## src/rtl/alu_share_arbiter.sv

```systemverilog
// Round-robin front end that shares one combinational ALU between two requesters.
// The winner's operands are registered, the ALU result is captured one cycle later,
// and the result is returned on a valid/ready response channel tagged with the winner.
module alu_share_arbiter #(
    parameter int unsigned NREQ  = 2,
    parameter int unsigned CNT_W = 16
) (
    input  logic               clk,
    input  logic               rst_n,
    input  logic [NREQ-1:0]    req_valid,
    output logic [NREQ-1:0]    req_ready,
    input  logic [32*NREQ-1:0] req_a,
    input  logic [32*NREQ-1:0] req_b,
    input  logic [4*NREQ-1:0]  req_op,
    input  logic [5*NREQ-1:0]  req_shamt,
    output logic [31:0]        alu_a,
    output logic [31:0]        alu_b,
    output logic [3:0]         alu_op,
    output logic [4:0]         alu_shamt,
    input  logic [31:0]        alu_result,
    input  logic               alu_zero,
    output logic               rsp_valid,
    input  logic               rsp_ready,
    output logic               rsp_id,
    output logic [31:0]        rsp_result,
    output logic               rsp_zero,
    output logic               rsp_err,
    output logic               busy,
    output logic [CNT_W-1:0]   op_count
);

    typedef enum logic [1:0] {StIdle, StExec, StResp} state_e;

    state_e             state_q, state_d;
    logic               last_grant_q, last_grant_d;
    logic [31:0]        a_q, a_d;
    logic [31:0]        b_q, b_d;
    logic [3:0]         op_q, op_d;
    logic [4:0]         shamt_q, shamt_d;
    logic               rsp_valid_q, rsp_valid_d;
    logic               rsp_id_q, rsp_id_d;
    logic [31:0]        rsp_result_q, rsp_result_d;
    logic               rsp_zero_q, rsp_zero_d;
    logic               rsp_err_q, rsp_err_d;
    logic [CNT_W-1:0]   op_count_q, op_count_d;

    logic               win_vld;
    logic               win_id;
    logic               other_id;
    logic [3:0]         shamt_base;
    logic               op_legal;

    // Round-robin pick: the requester not granted last time has priority.
    always_comb begin
        other_id = ~last_grant_q;
        win_vld  = 1'b0;
        win_id   = last_grant_q;
        if (req_valid[other_id]) begin
            win_vld = 1'b1;
            win_id  = other_id;
        end else if (req_valid[last_grant_q]) begin
            win_vld = 1'b1;
            win_id  = last_grant_q;
        end
        shamt_base = win_id ? 4'd5 : 4'd0;
    end

    // Op codes the ALU actually implements; anything else returns an error response.
    always_comb begin
        unique case (op_q)
            4'b0000, 4'b0001, 4'b0010, 4'b0110, 4'b0100, 4'b0101: op_legal = 1'b1;
            default:                                              op_legal = 1'b0;
        endcase
    end

    // Next-state and accept logic for the IDLE -> EXEC -> RESP sequence.
    always_comb begin
        state_d      = state_q;
        last_grant_d = last_grant_q;
        a_d          = a_q;
        b_d          = b_q;
        op_d         = op_q;
        shamt_d      = shamt_q;
        rsp_valid_d  = rsp_valid_q;
        rsp_id_d     = rsp_id_q;
        rsp_result_d = rsp_result_q;
        rsp_zero_d   = rsp_zero_q;
        rsp_err_d    = rsp_err_q;
        op_count_d   = op_count_q;
        req_ready    = '0;
        unique case (state_q)
            StIdle: begin
                if (win_vld) begin
                    req_ready[win_id] = 1'b1;
                    a_d               = req_a[{win_id, 5'd0} +: 32];
                    b_d               = req_b[{win_id, 5'd0} +: 32];
                    op_d              = req_op[{win_id, 2'd0} +: 4];
                    shamt_d           = req_shamt[shamt_base +: 5];
                    last_grant_d      = win_id;
                    rsp_id_d          = win_id;
                    state_d           = StExec;
                end
            end
            StExec: begin
                rsp_valid_d = 1'b1;
                // Illegal ops leave alu_result undefined, so never capture it.
                if (op_legal) begin
                    rsp_result_d = alu_result;
                    rsp_zero_d   = alu_zero;
                    rsp_err_d    = 1'b0;
                end else begin
                    rsp_result_d = '0;
                    rsp_zero_d   = 1'b0;
                    rsp_err_d    = 1'b1;
                end
                state_d = StResp;
            end
            StResp: begin
                if (rsp_ready) begin
                    rsp_valid_d = 1'b0;
                    rsp_err_d   = 1'b0;
                    op_count_d  = op_count_q + CNT_W'(1);
                    state_d     = StIdle;
                end
            end
            default: state_d = StIdle;
        endcase
    end

    // State and datapath registers; reset drops any transaction in flight.
    always_ff @(posedge clk or negedge rst_n) begin
        if (!rst_n) begin
            state_q      <= StIdle;
            last_grant_q <= 1'b1;
            a_q          <= '0;
            b_q          <= '0;
            op_q         <= '0;
            shamt_q      <= '0;
            rsp_valid_q  <= 1'b0;
            rsp_id_q     <= 1'b0;
            rsp_result_q <= '0;
            rsp_zero_q   <= 1'b0;
            rsp_err_q    <= 1'b0;
            op_count_q   <= '0;
        end else begin
            state_q      <= state_d;
            last_grant_q <= last_grant_d;
            a_q          <= a_d;
            b_q          <= b_d;
            op_q         <= op_d;
            shamt_q      <= shamt_d;
            rsp_valid_q  <= rsp_valid_d;
            rsp_id_q     <= rsp_id_d;
            rsp_result_q <= rsp_result_d;
            rsp_zero_q   <= rsp_zero_d;
            rsp_err_q    <= rsp_err_d;
            op_count_q   <= op_count_d;
        end
    end

    assign alu_a      = a_q;
    assign alu_b      = b_q;
    assign alu_op     = op_q;
    assign alu_shamt  = shamt_q;
    assign rsp_valid  = rsp_valid_q;
    assign rsp_id     = rsp_id_q;
    assign rsp_result = rsp_result_q;
    assign rsp_zero   = rsp_zero_q;
    assign rsp_err    = rsp_err_q;
    assign busy       = (state_q != StIdle);
    assign op_count   = op_count_q;

endmodule

```

## config.mk

```make
export PLATFORM = sky130hd
export DESIGN_NAME = alu_share_arbiter
export DESIGN_NICKNAME = d
export VERILOG_FILES = /design/src/rtl/alu_share_arbiter.sv
export SDC_FILE = /design/constraint.sdc
export NUM_CORES = 1
export LEC_CHECK = 0
export BUFFER_PORTS_ARGS = -buffer_cell sky130_fd_sc_hd__buf_2
export CORE_UTILIZATION = 34
export CTS_CLUSTER_SIZE = 8
export DETAILED_ROUTE_END_ITERATION = 8
export GPL_TIMING_DRIVEN = 0
export PLACE_DENSITY = 0.66
export SETUP_SLACK_MARGIN = 0.4
export SLEW_MARGIN = 30
export SYNTH_ARGS = -nofsm -noshare
export SYNTH_HDL_FRONTEND = slang
export SYNTH_SLANG_ARGS = --single-unit
```

## constraint.sdc

```tcl
create_clock -name clk -period 2.18 [get_ports clk]
set_clock_uncertainty 0.15 [all_clocks]
set_input_delay 0 -clock clk [delete_from_list [all_inputs] [get_ports clk]]
set_output_delay 0 -clock clk [all_outputs]
set_load 0.05 [all_outputs]
```

## Word level (Yosys, flattened, before mapping)

Cells that the tools add are included.

| word-level totals | value |
|---|---|
| ROM bits | 0 |
| output and inout port bits | 128 |
| memories | 0 |
| word-level logic and storage cells | 63 |
| bits in latches | 0 |
| bits of input ports | 184 |
| bits in registers | 128 |
| bits in writable memories | 0 |

| operators by class | value |
|---|---|
| shift-type cells | 4 |
| bitwise operators | 1 |
| add/sub/neg operators | 1 |
| magnitude comparators | 4 |
| divide/modulo/power cells | 0 |
| reductions and logical operators | 10 |
| equal/unequal tests | 9 |
| mux-type cells | 22 |
| $mul | 0 |

Operators by type and width:

| cell | count |
|---|---|
| $shiftx 64x7->32 | 2 |
| $mux 32 | 1 |
| $add 16x1->16 const B | 1 |
| $eq 4x3->1 const B | 3 |
| $mux 1 | 12 |
| $shiftx 10x4->5 | 1 |
| $mux 2 | 4 |
| $reduce_and 2->1 | 4 |
| $shiftx 8x4->4 | 1 |
| $lt 1x2->1 const B | 3 |
| $pmux 2 s3 | 1 |
| $reduce_or 6->1 | 1 |
| $eq 4x1->1 const B | 1 |
| $eq 4x2->1 const B | 1 |
| $logic_not 4->1 | 1 |
| $ne 2x2->1 const B | 2 |
| $pmux 1 s2 | 2 |
| $reduce_bool 2->1 | 2 |
| $mux 3 | 1 |
| $eq 2x1->1 const B | 1 |
| $eq 2x2->1 const B | 1 |
| $logic_not 2->1 | 1 |
| $demux 1 s1 | 1 |
| $ge 1x1->1 const B | 1 |
| 2 further kinds | 2 |

## Longest topological paths before layout

Gate-level depths: netlist (run 1).

| logic depth | value |
|---|---|
| depth after elaboration | 10 |
| gate-level depth with buffers | 7 |
| mapped depth without buffers | 5 |

## Worst setup path after synthesis (run 1)

No wires, ideal clock.

| timing path | value |
|---|---|
| path type | flip-flop to output port |
| start | register state_q[1] |
| end | output port req_ready[0] |
| data arrival time | 1,978 ps |
| path buffers | 3 |
| path slack | 52 ps |
| required time | 2,030 ps |
| cell stages (with the launch flop) | 8 |
| path through | dfrtp_1 > or2_1 > or2_1 > buf_6 > buf_6 > buf_6 > inv_2 > and2_1 |

| between the ends | value |
|---|---|
| word-level cells in the longest chain between the ends | 2 |

Ends and longest elaborated chain:

| element | line | RTL |
|---|---|---|
| start, declared | 34 | `state_e state_q, state_d;` |
| start signal, assigned | 133 | `state_q <= StIdle;` |
| start signal, assigned | 146 | `state_q <= state_d;` |
| $logic_not 2->1 | 91 | `unique case (state_q)` |
| $mux 2 | 91 |  |
| end, declared | 11 | `output logic [NREQ-1:0] req_ready,` |

No other way between the ends.

## Worst setup path in the final report (run 1)

| timing path | value |
|---|---|
| start | register state_q[0] |
| end | output port req_ready[0] |

Same word-level chain as after synthesis.

==> results.toml, run 1 <==
[yosys]
synth_seq_cells = 128
yosys_warnings = 0
synthCells = 475
ys_seq_area_share_pct = 58.3
synth_top_area_share_pct = 57.8
avgSynthCellArea_um2 = 11.6
ys_types = 33
synth_edf_count = 0
synth_nets = 660
yosysMostFrequentCell = "dfrtp_1"
synth.area.top_cells = "dfrtp_1, mux2i_1, nand2_1"
synth_top_cell_by_area = "dfrtp_1"
async_flop_share_pct = 100
synthTopCellsByCount = "dfrtp_1, nand2_1, mux2i_1, o21ai_0, a22o_1"
synth_area_um2 = 5500
synth_flop_cell = "dfrtp_1"

[routing]
via_per_inst = 4.76
totalWireLength_mm = 20.3
drtAntennaViolNets = 0
dr.first_iter.drc_count = 247
drcViolationCount = 0
routed-via-count = 5898
dr.pass1.iters = 4
wl_per_cell_um = 16.4

[worst_setup_path]
cp_cell_sequence = "or2_4 > or2_1 > buf_6 > buf_12 > buf_12 > clkinv_4 > and2_4 > buf_8"
critPathRequiredTime_ns = 2.03
path_class = "reg2out"
startpoint_type = "flip-flop"
critPathSlowestCell = "dfrtp_1"
critPathBufInv = 5
cp.depth = 8
critPathMaxStageDelay_ns = 0.37
path_delay_family = "simple AND/OR/NAND/NOR gates"
crit_path_max_fanout = 4
end_kind = "primary output"
arrival_ns = 1.95
reg2reg_depth = 9
crit_path_frequent_cell = "buf_12"

[worst_hold_path]
hold_depth = 5
hp-class = "in2reg"

[timing]
worstMarginPinSlew_ns = 0.486
rsz0062_at_grt = "yes"
fin_tns_setup_ns = 0
relSlewSlack_pct = 67.6
hold_viol = 0
max_freq_mhz = 476
post-route-period-util_pct = 96.3
fin_crit_ns = 2.10
fin_ws_ns = 0.0802
whs_ns = 0.0760
setup_viol = 0
drv_slew = 0

[floorplanning]
rows = 46
fp.dieArea_um2 = 16700
fp.coreArea_um2 = 15800
fp.dieH_um = 129
ios = 312
fp.dieW_um = 129
initial_core_util_pct = 34.7

[placement]
placed_cell_area_um2 = 7370
numPortBuffers = 311
dp_hpwl_mm = 11.5
place.gp.congestion = 0.792
place_ws_ns = 0.114

[flow_run]
max-cap-violations = 0

[layout]
nets = 1196
layout-area-overhead-vs-synth_pct = 85.6
multiInputGateArea_um2 = 2120
final_cell_area_um2 = 10200
drive_gt1_share_pct = 39.8
fill_cells = 1209
regArea_um2 = 3210
num_antenna_cells = 0

[pwr]
internal_power_uw = 8070
finalPower_uw = 15600
p_seq_share_pct = 25.3
p_per_area_nw_per_um2 = 1530
switching_share_pct = 48.4
p_sw_uw = 7570
clkPwrFrac_pct = 17.9
p_leak_uw = 0.00531
pwr-share-comb_pct = 56.8
ir_drop_uv = 805

[grt]
antenna_found_initial = 0
grt_pass1_wl_mm = 30.4
track_usage_pct = 23.9
grt_pass1_vias = 6186
globalRouteOverflowTotal = 0
grt_max_degree = 80

[clock_network]
numCtsBuffers = 17
htreeDepth = 4
clk_pin_slew_ns = 0.06
cts_sinks = 128
cts_tree = "yes"
clock_latency_ns = 0.41
clockBufferDepth = 2
root_buffer = "clkbuf_16"

[run_status]
status = "finished, final reports clean"
[power by group through the flow]
stage | logic [uW] | registers, uW | clock network [uW]
final | 8890 | 3950 | 2800
after detailed placement | 7770 | 3930 | 0
after CTS | 8600 | 3920 | 2860
after global routing | 9340 | 4070 | 2950
after floorplan | 2450 | 7250 | 0
after global placement | 7690 | 3910 | 0
[tightest hold or removal path: stages]
cell and delay [ns]:
buf_2 0.10, o21ai_2 0.09, buf_6 0.16, mux2i_1 0.13
o21ai_1 0.11
[kinds of logic (layout without fill, tap and decap cells)]
| group | count (synthesis) | count (layout) | synth area share [%] |
|---|---|---|---|
| flops | 128 | 128 | 58.3 |
| buf+inv | 34 | 583 | 4.14 |
| xor+xnor | 15 | 15 | 2.39 |
| fa+ha+maj | 1 | 1 | 0.228 |
| simple gates | 112 | 112 | 8.95 |
| mux | 73 | 73 | 13.3 |
| compound gates | 112 | 112 | 12.7 |
[flip-flops by register name (all words and copies together), names as in the netlist]
name and count:
alu_a 32, alu_b 32, alu_op 4, alu_shamt 5
last_grant_q 1, op_count 16, rsp_err 1, rsp_id 1
rsp_result 32, rsp_valid 1, rsp_zero 1, state_q 2
[per-layer routing]
metal	vias to the layer above	wire (um)	global-route usage, %
met1	2804	7810	26.1
met4	0	665	12.2
li1	2741	-	-
met5	-	0	0
met2	295	10500	42.7
met3	58	1390	6.07
[cells in the final DEF (no fill, tap or decap), types with 2 or more instances in the layout]
| cell type | netlist | routed |
|---|---|---|
| a21o_1 | 2 | 2 |
| a22o_1 | 33 | 33 |
| and3_1 | 3 | 3 |
| buf_12 | 0 | 6 |
| buf_16 | 0 | 2 |
| buf_2 | 11 | 312 |
| buf_4 | 1 | 19 |
| buf_6 | 11 | 7 |
| buf_8 | 0 | 9 |
| bufinv_16 | 0 | 3 |
| clkbuf_1 | 7 | 10 |
| clkbuf_16 | 0 | 17 |
| clkbuf_2 | 0 | 2 |
| clkbuf_4 | 0 | 2 |
| clkinv_2 | 0 | 5 |
| clkinv_4 | 0 | 3 |
| dfrtp_1 | 127 | 125 |
| dfrtp_2 | 0 | 2 |
| dlygate4sd3_1 | 0 | 182 |
| mux2i_1 | 73 | 73 |
| nand2_1 | 82 | 79 |
| nand2_2 | 0 | 3 |
| nand2b_1 | 2 | 2 |
| nand3_1 | 5 | 5 |
| nand4_1 | 3 | 3 |
| nor2_1 | 7 | 6 |
| nor3_4 | 0 | 2 |
| o21ai_0 | 52 | 28 |
| o21ai_1 | 24 | 44 |
| o21ai_2 | 0 | 4 |
| or2_4 | 0 | 2 |
| xnor2_1 | 10 | 10 |
| xor2_1 | 5 | 5 |
[final cells by class]
type                    count  area share [%]
repair buffers            517            36.0
flip-flops and latches    128            31.4
multi-input cells         313            20.8
clock buffers              21            4.32
plain buffers              32            3.35
well taps                 216            2.65
clock inverters            11            1.37
inverters                   2           0.123
[path summary, 6_finish.rpt]
check	to	slack, ns	from
setup / recovery	req_ready[0]	0.08	state_q[0]
hold / removal	alu_b[10]	0.08	req_valid[1]
setup reg to reg	alu_b[6]	0.15	state_q[0]
hold reg to reg	op_count[15]	0.32	op_count[15]
max in group asynchronous	alu_a[11]	0.67	rst_n
min in group asynchronous	op_count[8]	0.49	rst_n
[per-stage QoR]
step	std cells	utilization, %
after floorplan	475	-
after global placement	1002	46.3
after detailed placement	1003	46.6
after CTS	1235	63.7
after global routing	1240	64.4
final	1240	64.4
[repair_timing]
action                                 CTS  global route
hold buffers                           182             0
pin swaps                                6             5
setup buffers                           15             5
gates cloned                             3             0
endpoints found under the hold margin  239             0
setup endpoints to repair               88           118
resized for setup                       35            49
No activity file was read; power rests on OpenSTA's default activity.
==> inputs of run 2 (changes only) <==
--- a/config.mk
+++ b/config.mk
@@ -6,11 +6,13 @@
 export NUM_CORES = 1
 export LEC_CHECK = 0
 export BUFFER_PORTS_ARGS = -buffer_cell sky130_fd_sc_hd__buf_2
-export CORE_UTILIZATION = 34
+export CELL_PAD_IN_SITES_DETAIL_PLACEMENT = 1
+export CELL_PAD_IN_SITES_GLOBAL_PLACEMENT = 1
+export CORE_UTILIZATION = 32
 export CTS_CLUSTER_SIZE = 8
 export DETAILED_ROUTE_END_ITERATION = 8
 export GPL_TIMING_DRIVEN = 0
-export PLACE_DENSITY = 0.66
+export PLACE_DENSITY = 0.81
 export SETUP_SLACK_MARGIN = 0.4
 export SLEW_MARGIN = 30
 export SYNTH_ARGS = -nofsm -noshare
==> results.toml, run 2 (synthesis results as in run 1) <==
[grt]
globalRouteOverflowTotal = 0
grt_max_degree = 84
met2_usage_pct = 56.6
gr-usage-met3_pct = 7.43
antenna_found_initial = 4
grt_busiest_layer = "met2"
grt_pass1_wl_mm = 41.8
track_usage_pct = 31.6
grt_pass1_vias = 7397
use_met1_pct = 32.7

[floorplanning]
fp.coreArea_um2 = 16700
fp.dieH_um = 133
fp.dieW_um = 133
fp.dieArea_um2 = 17700
rows = 47
initial_core_util_pct = 32.9
ios = 312

[worst_setup_path]
r2r-end = "alu_a[7]"
rr_startpoint = "state_q[1]"
startpoint_type = "flip-flop"
arrival_ns = 1.99
path_class = "reg2out"
end_kind = "primary output"
reg2reg_depth = 9
crit_path_max_fanout = 3
critPathRequiredTime_ns = 2.03
rrSetupSlack_ns = 0.14

[placement]
dp_hpwl_mm = 13.3
place.gp.congestion = 0.741
numPortBuffers = 311

[pwr]
clkPwrFrac_pct = 17.1
p_sw_uw = 8320
pwr-share-comb_pct = 57.9
p_seq_share_pct = 25.0
switching_share_pct = 50.5
p_leak_uw = 0.00537
internal_power_uw = 8150
ir_drop_uv = 699
p_per_area_nw_per_um2 = 1590

[layout]
final_cell_mix = "buf_2, dlygate4sd3_1, dfrtp_1"
layout-area-overhead-vs-synth_pct = 89.1
drive_gt1_share_pct = 41.6
nets = 1202
multiInputGateArea_um2 = 2170
regArea_um2 = 3210
final_util_pct = 62.2
layout_commonest_cell = "buf_2"
fill_cells = 1815

[clock_network]
cts_tree = "yes"
root_buffer = "clkbuf_16"
clockBufferDepth = 2
htreeDepth = 4
cts_sinks = 128
numCtsBuffers = 17
clk_pin_slew_ns = 0.06
clock_latency_ns = 0.41

[timing]
fin_crit_ns = 2.14
post-route-period-util_pct = 98.1
relSlewSlack_pct = 70.2
hold_viol = 0
worstMarginPinSlew_ns = 0.447
drv_slew = 0
max_freq_mhz = 468
setup_viol = 0
rsz0062_at_grt = "yes"
whs_ns = 0.184

[worst_hold_path]
hold_depth = 3
hold_start = "alu_result[10]"
whs_endpoint = "rsp_result[10]"
hp-class = "in2reg"

[routing]
dr.first_iter.drc_count = 237
drcViolationCount = 0
dr.pass1.iters = 4
totalWireLength_mm = 27.7
wl_per_cell_um = 22.1
routed-via-count = 6331
drtAntennaViolNets = 0
via_per_inst = 5.05

[flow_run]
max-cap-violations = 0

[run_status]
status = "finished, final reports clean"
-- run 2: worst max path at each step --
| stage | start | to | slack (ns) | cells past startpoint |
|---|---|---|---|---|
| final | state_q[1] | req_ready[0] | 0.04 | 8 |
| after global routing | state_q[0] | req_ready[0] | -0.01 | 8 |
| after CTS | state_q[1] | req_ready[0] | 0.02 | 8 |
| after detailed placement | last_grant_q | alu_op[2] | -0.007 | 6 |
| after global placement | rst_n | op_count[1] | -0.95 | 1 |
| after floorplan | state_q[0] | rsp_id | 0.30 | 7 |
-- run 2: per-layer routing --
layer | part of all wire (%) | vias to the layer above
met5 | 0 | -
met4 | 5.9 | 0
met3 | 5.7 | 115
met2 | 53 | 352
met1 | 36 | 3106
li1 | - | 2758
-- run 2: area by class of cell --
type	instances	share of cell area, %
Inverter	2	0.120
Clock inverter	12	1.31
Clock buffer	20	4.20
Timing Repair Buffer	523	36.4
Tap cell	220	2.65
Antenna cell	4	0.0963
Sequential cell	128	30.9
Buffer	32	3.41
Multi-Input combinational cell	313	20.9
-- run 2: metrics by stage --
step	setup WS, ns	total power [uW]	cell area (um2)	std cells	TNS, ns
2_1_floorplan	0.303	9690	5510	475	0
3_3_place_gp	-0.951	11600	7340	1006	-92.74
3_5_place_dp	-0.00737	11800	7380	1007	-0.00737
4_1_cts	0.0218	15400	10100	1240	0
5_1_grt	-0.0106	17100	10400	1254	-0.0106
6_report	0.0423	16500	10400	1254	0
-- run 2: power groups by stage --
stage | combinational (uW) | sequential [uW] | clock (uW)
global route | 9950 | 4210 | 2960
global placement | 7710 | 3920 | 0
floorplan | 2450 | 7250 | 0
CTS | 8650 | 3970 | 2820
finish | 9540 | 4120 | 2820
detailed placement | 7840 | 3980 | 0
-- run 2: critical path, cell delays in order, from the launching register on --
cell and delay [ns]:
dfrtp_1 0.40, or2_4 0.25, or2_1 0.22, buf_6 0.13, buf_12 0.12, buf_12 0.13
clkinv_4 0.04, and2_4 0.14, buf_8 0.15
-- run 2: timing repair --
action	4_1_cts	5_1_grt
resized for setup	40	61
cloned	2	4
hold buffers	182	0
hold endpoints to repair	238	0
buffers inserted	17	6
pin swaps	6	11
endpoints found under the setup margin	91	120
==> inputs of run 3 (changes only) <==
--- a/config.mk
+++ b/config.mk
@@ -8,11 +8,11 @@
 export BUFFER_PORTS_ARGS = -buffer_cell sky130_fd_sc_hd__buf_2
 export CELL_PAD_IN_SITES_DETAIL_PLACEMENT = 1
 export CELL_PAD_IN_SITES_GLOBAL_PLACEMENT = 1
-export CORE_UTILIZATION = 32
+export CORE_UTILIZATION = 35
 export CTS_CLUSTER_SIZE = 8
 export DETAILED_ROUTE_END_ITERATION = 8
 export GPL_TIMING_DRIVEN = 0
-export PLACE_DENSITY = 0.81
+export PLACE_DENSITY = 0.87
 export SETUP_SLACK_MARGIN = 0.4
 export SLEW_MARGIN = 30
 export SYNTH_ARGS = -nofsm -noshare
==> constraint.sdc (replaced) <==
create_clock -name clk -period 2.7 [get_ports clk]
set_clock_uncertainty 0.15 [all_clocks]
set_input_delay 0 -clock clk [delete_from_list [all_inputs] [get_ports clk]]
set_output_delay 0 -clock clk [all_outputs]
set_load 0.05 [all_outputs]
==> results.toml, run 3 (synthesis results as in run 1) <==
[pwr]
p_seq_share_pct = 25.8
p_sw_uw = 6660
internal_power_uw = 6360
pwr-share-comb_pct = 55.3
switching_share_pct = 51.1
finalPower_uw = 13000
clkPwrFrac_pct = 18.9
p_per_area_nw_per_um2 = 1310
p_leak_uw = 0.00515
ir_drop_uv = 636

[worst_setup_path]
crit_path_max_fanout = 7
rrSetupSlack_ns = 0.30
startpoint_type = "flip-flop"
startpoint = "last_grant_q"
r2r-end = "alu_a[1]"
path_class = "reg2reg"
reg2reg_depth = 6
rr_startpoint = "last_grant_q"
end_kind = "flip-flop"
arrival_ns = 2.50
critPathRequiredTime_ns = 2.80

[routing]
dr.pass1.iters = 5
dr.first_iter.drc_count = 375
routed-via-count = 6432
via_per_inst = 5.22
totalWireLength_mm = 29.2
wl_per_cell_um = 23.7
drtAntennaViolNets = 0
drcViolationCount = 0

[worst_hold_path]
hold_start = "req_valid[1]"
whs_endpoint = "alu_b[23]"
hp-class = "in2reg"
hold_depth = 5

[timing]
setup_viol = 0
fin_crit_ns = 2.40
drv_slew = 0
rsz0062_at_grt = "no"
worstMarginPinSlew_ns = 0.521
post-route-period-util_pct = 88.9
fin_ws_ns = 0.301
relSlewSlack_pct = 65.2
hold_viol = 0
max_freq_mhz = 417

[placement]
placed_cell_area_um2 = 7350
dp_hpwl_mm = 13.5
numPortBuffers = 311
place.gp.congestion = 0.744
place_ws_ns = 0.532

[flow_run]
max-cap-violations = 0

[floorplanning]
rows = 45
ios = 312
fp.dieW_um = 127
fp.coreArea_um2 = 15300
fp.dieArea_um2 = 16200
fp.dieH_um = 127
initial_core_util_pct = 36.0

[layout]
final_cell_area_um2 = 9940
layout_commonest_cell = "buf_2"
fill_cells = 1650
drive_gt1_share_pct = 37.6
final_cell_mix = "buf_2, dlygate4sd3_1, dfrtp_1"
nets = 1182
layout-area-overhead-vs-synth_pct = 80.9

[grt]
track_usage_pct = 35.4
grt_max_degree = 73
antenna_found_initial = 10
grt_pass1_wl_mm = 42.3
grt_pass1_vias = 7280
globalRouteOverflowTotal = 0

[clock_network]
clock_latency_ns = 0.41
cts_tree = "yes"
cts_sinks = 128
numCtsBuffers = 17
clockBufferDepth = 2
root_buffer = "clkbuf_16"
clk_pin_slew_ns = 0.06
htreeDepth = 4

[run_status]
status = "finished, final reports clean"
[run 3: worst max-delay path, cell delays in order, from the launching register on]
cell           delay [ns]
dfstp_2              0.55
nand2_1              0.07
o21ai_2              0.12
buf_6                0.19
mux2i_1              0.11
dlygate4sd3_1        0.62
o21ai_0              0.43
[run 3: final cells by class]
class	instances	area (um2)	area share, %
flip-flops and latches	128	3200	32.2
clock buffers	22	454	4.57
plain buffers	32	263	2.64
diodes	11	27.5	0.277
clock inverters	10	160	1.61
multi-input cells	313	2070	20.8
repair buffers	503	3490	35.1
well taps	211	264	2.66
inverters	2	7.51	0.0755
[run 3: how the worst max path moves through the flow]
stage | end | slack, ns
global route | alu_a[1] | 0.25
global placement | alu_a[13] | -0.24
detailed placement | alu_b[8] | 0.53
finish | alu_a[1] | 0.30
CTS | req_ready[0] | 0.35
floorplan | req_ready[0] | 0.57
[run 3: repair_timing]
| item | CTS | global route |
|---|---|---|
| hold buffers | 182 | 0 |
| pin swaps | 0 | 2 |
| endpoints found under the setup margin | 2 | 21 |
| gates resized for setup | 4 | 15 |
| setup buffers | 0 | 9 |
| endpoints found under the hold margin | 239 | 0 |
[run 3: metrics by stage]
stage                     hold WS, ns  utilization (%)  setup TNS, ns  std cells
after floorplan                -0.446                -              0        475
after global placement         0.0660             47.9         -29.25        997
after detailed placement       -0.189             48.2              0        998
after CTS                       0.167             64.2              0       1212
after global routing            0.189             65.1              0       1231
final                           0.202             65.2              0       1232
[run 3: metal layers]
metal / global-route usage (%) / part of all wire, % / wire [um] / vias up
met5: 0 / 0 / 0 / -
met4: 28.4 / 7.9 / 2300 / 0
met1: 36.5 / 35 / 10200 / 3142
met2: 60.8 / 50 / 14600 / 425
li1: - / - / - / 2712
met3: 9.67 / 7.1 / 2070 / 153
[run 3: power groups by stage]
stage / sequential (uW) / combinational, uW / clock [uW]
6_report: 3360 / 7190 / 2460
4_1_cts: 3200 / 6620 / 2450
3_5_place_dp: 3220 / 6300 / 0
3_3_place_gp: 3180 / 6180 / 0
5_1_grt: 3410 / 7470 / 2570
2_1_floorplan: 5850 / 1950 / 0
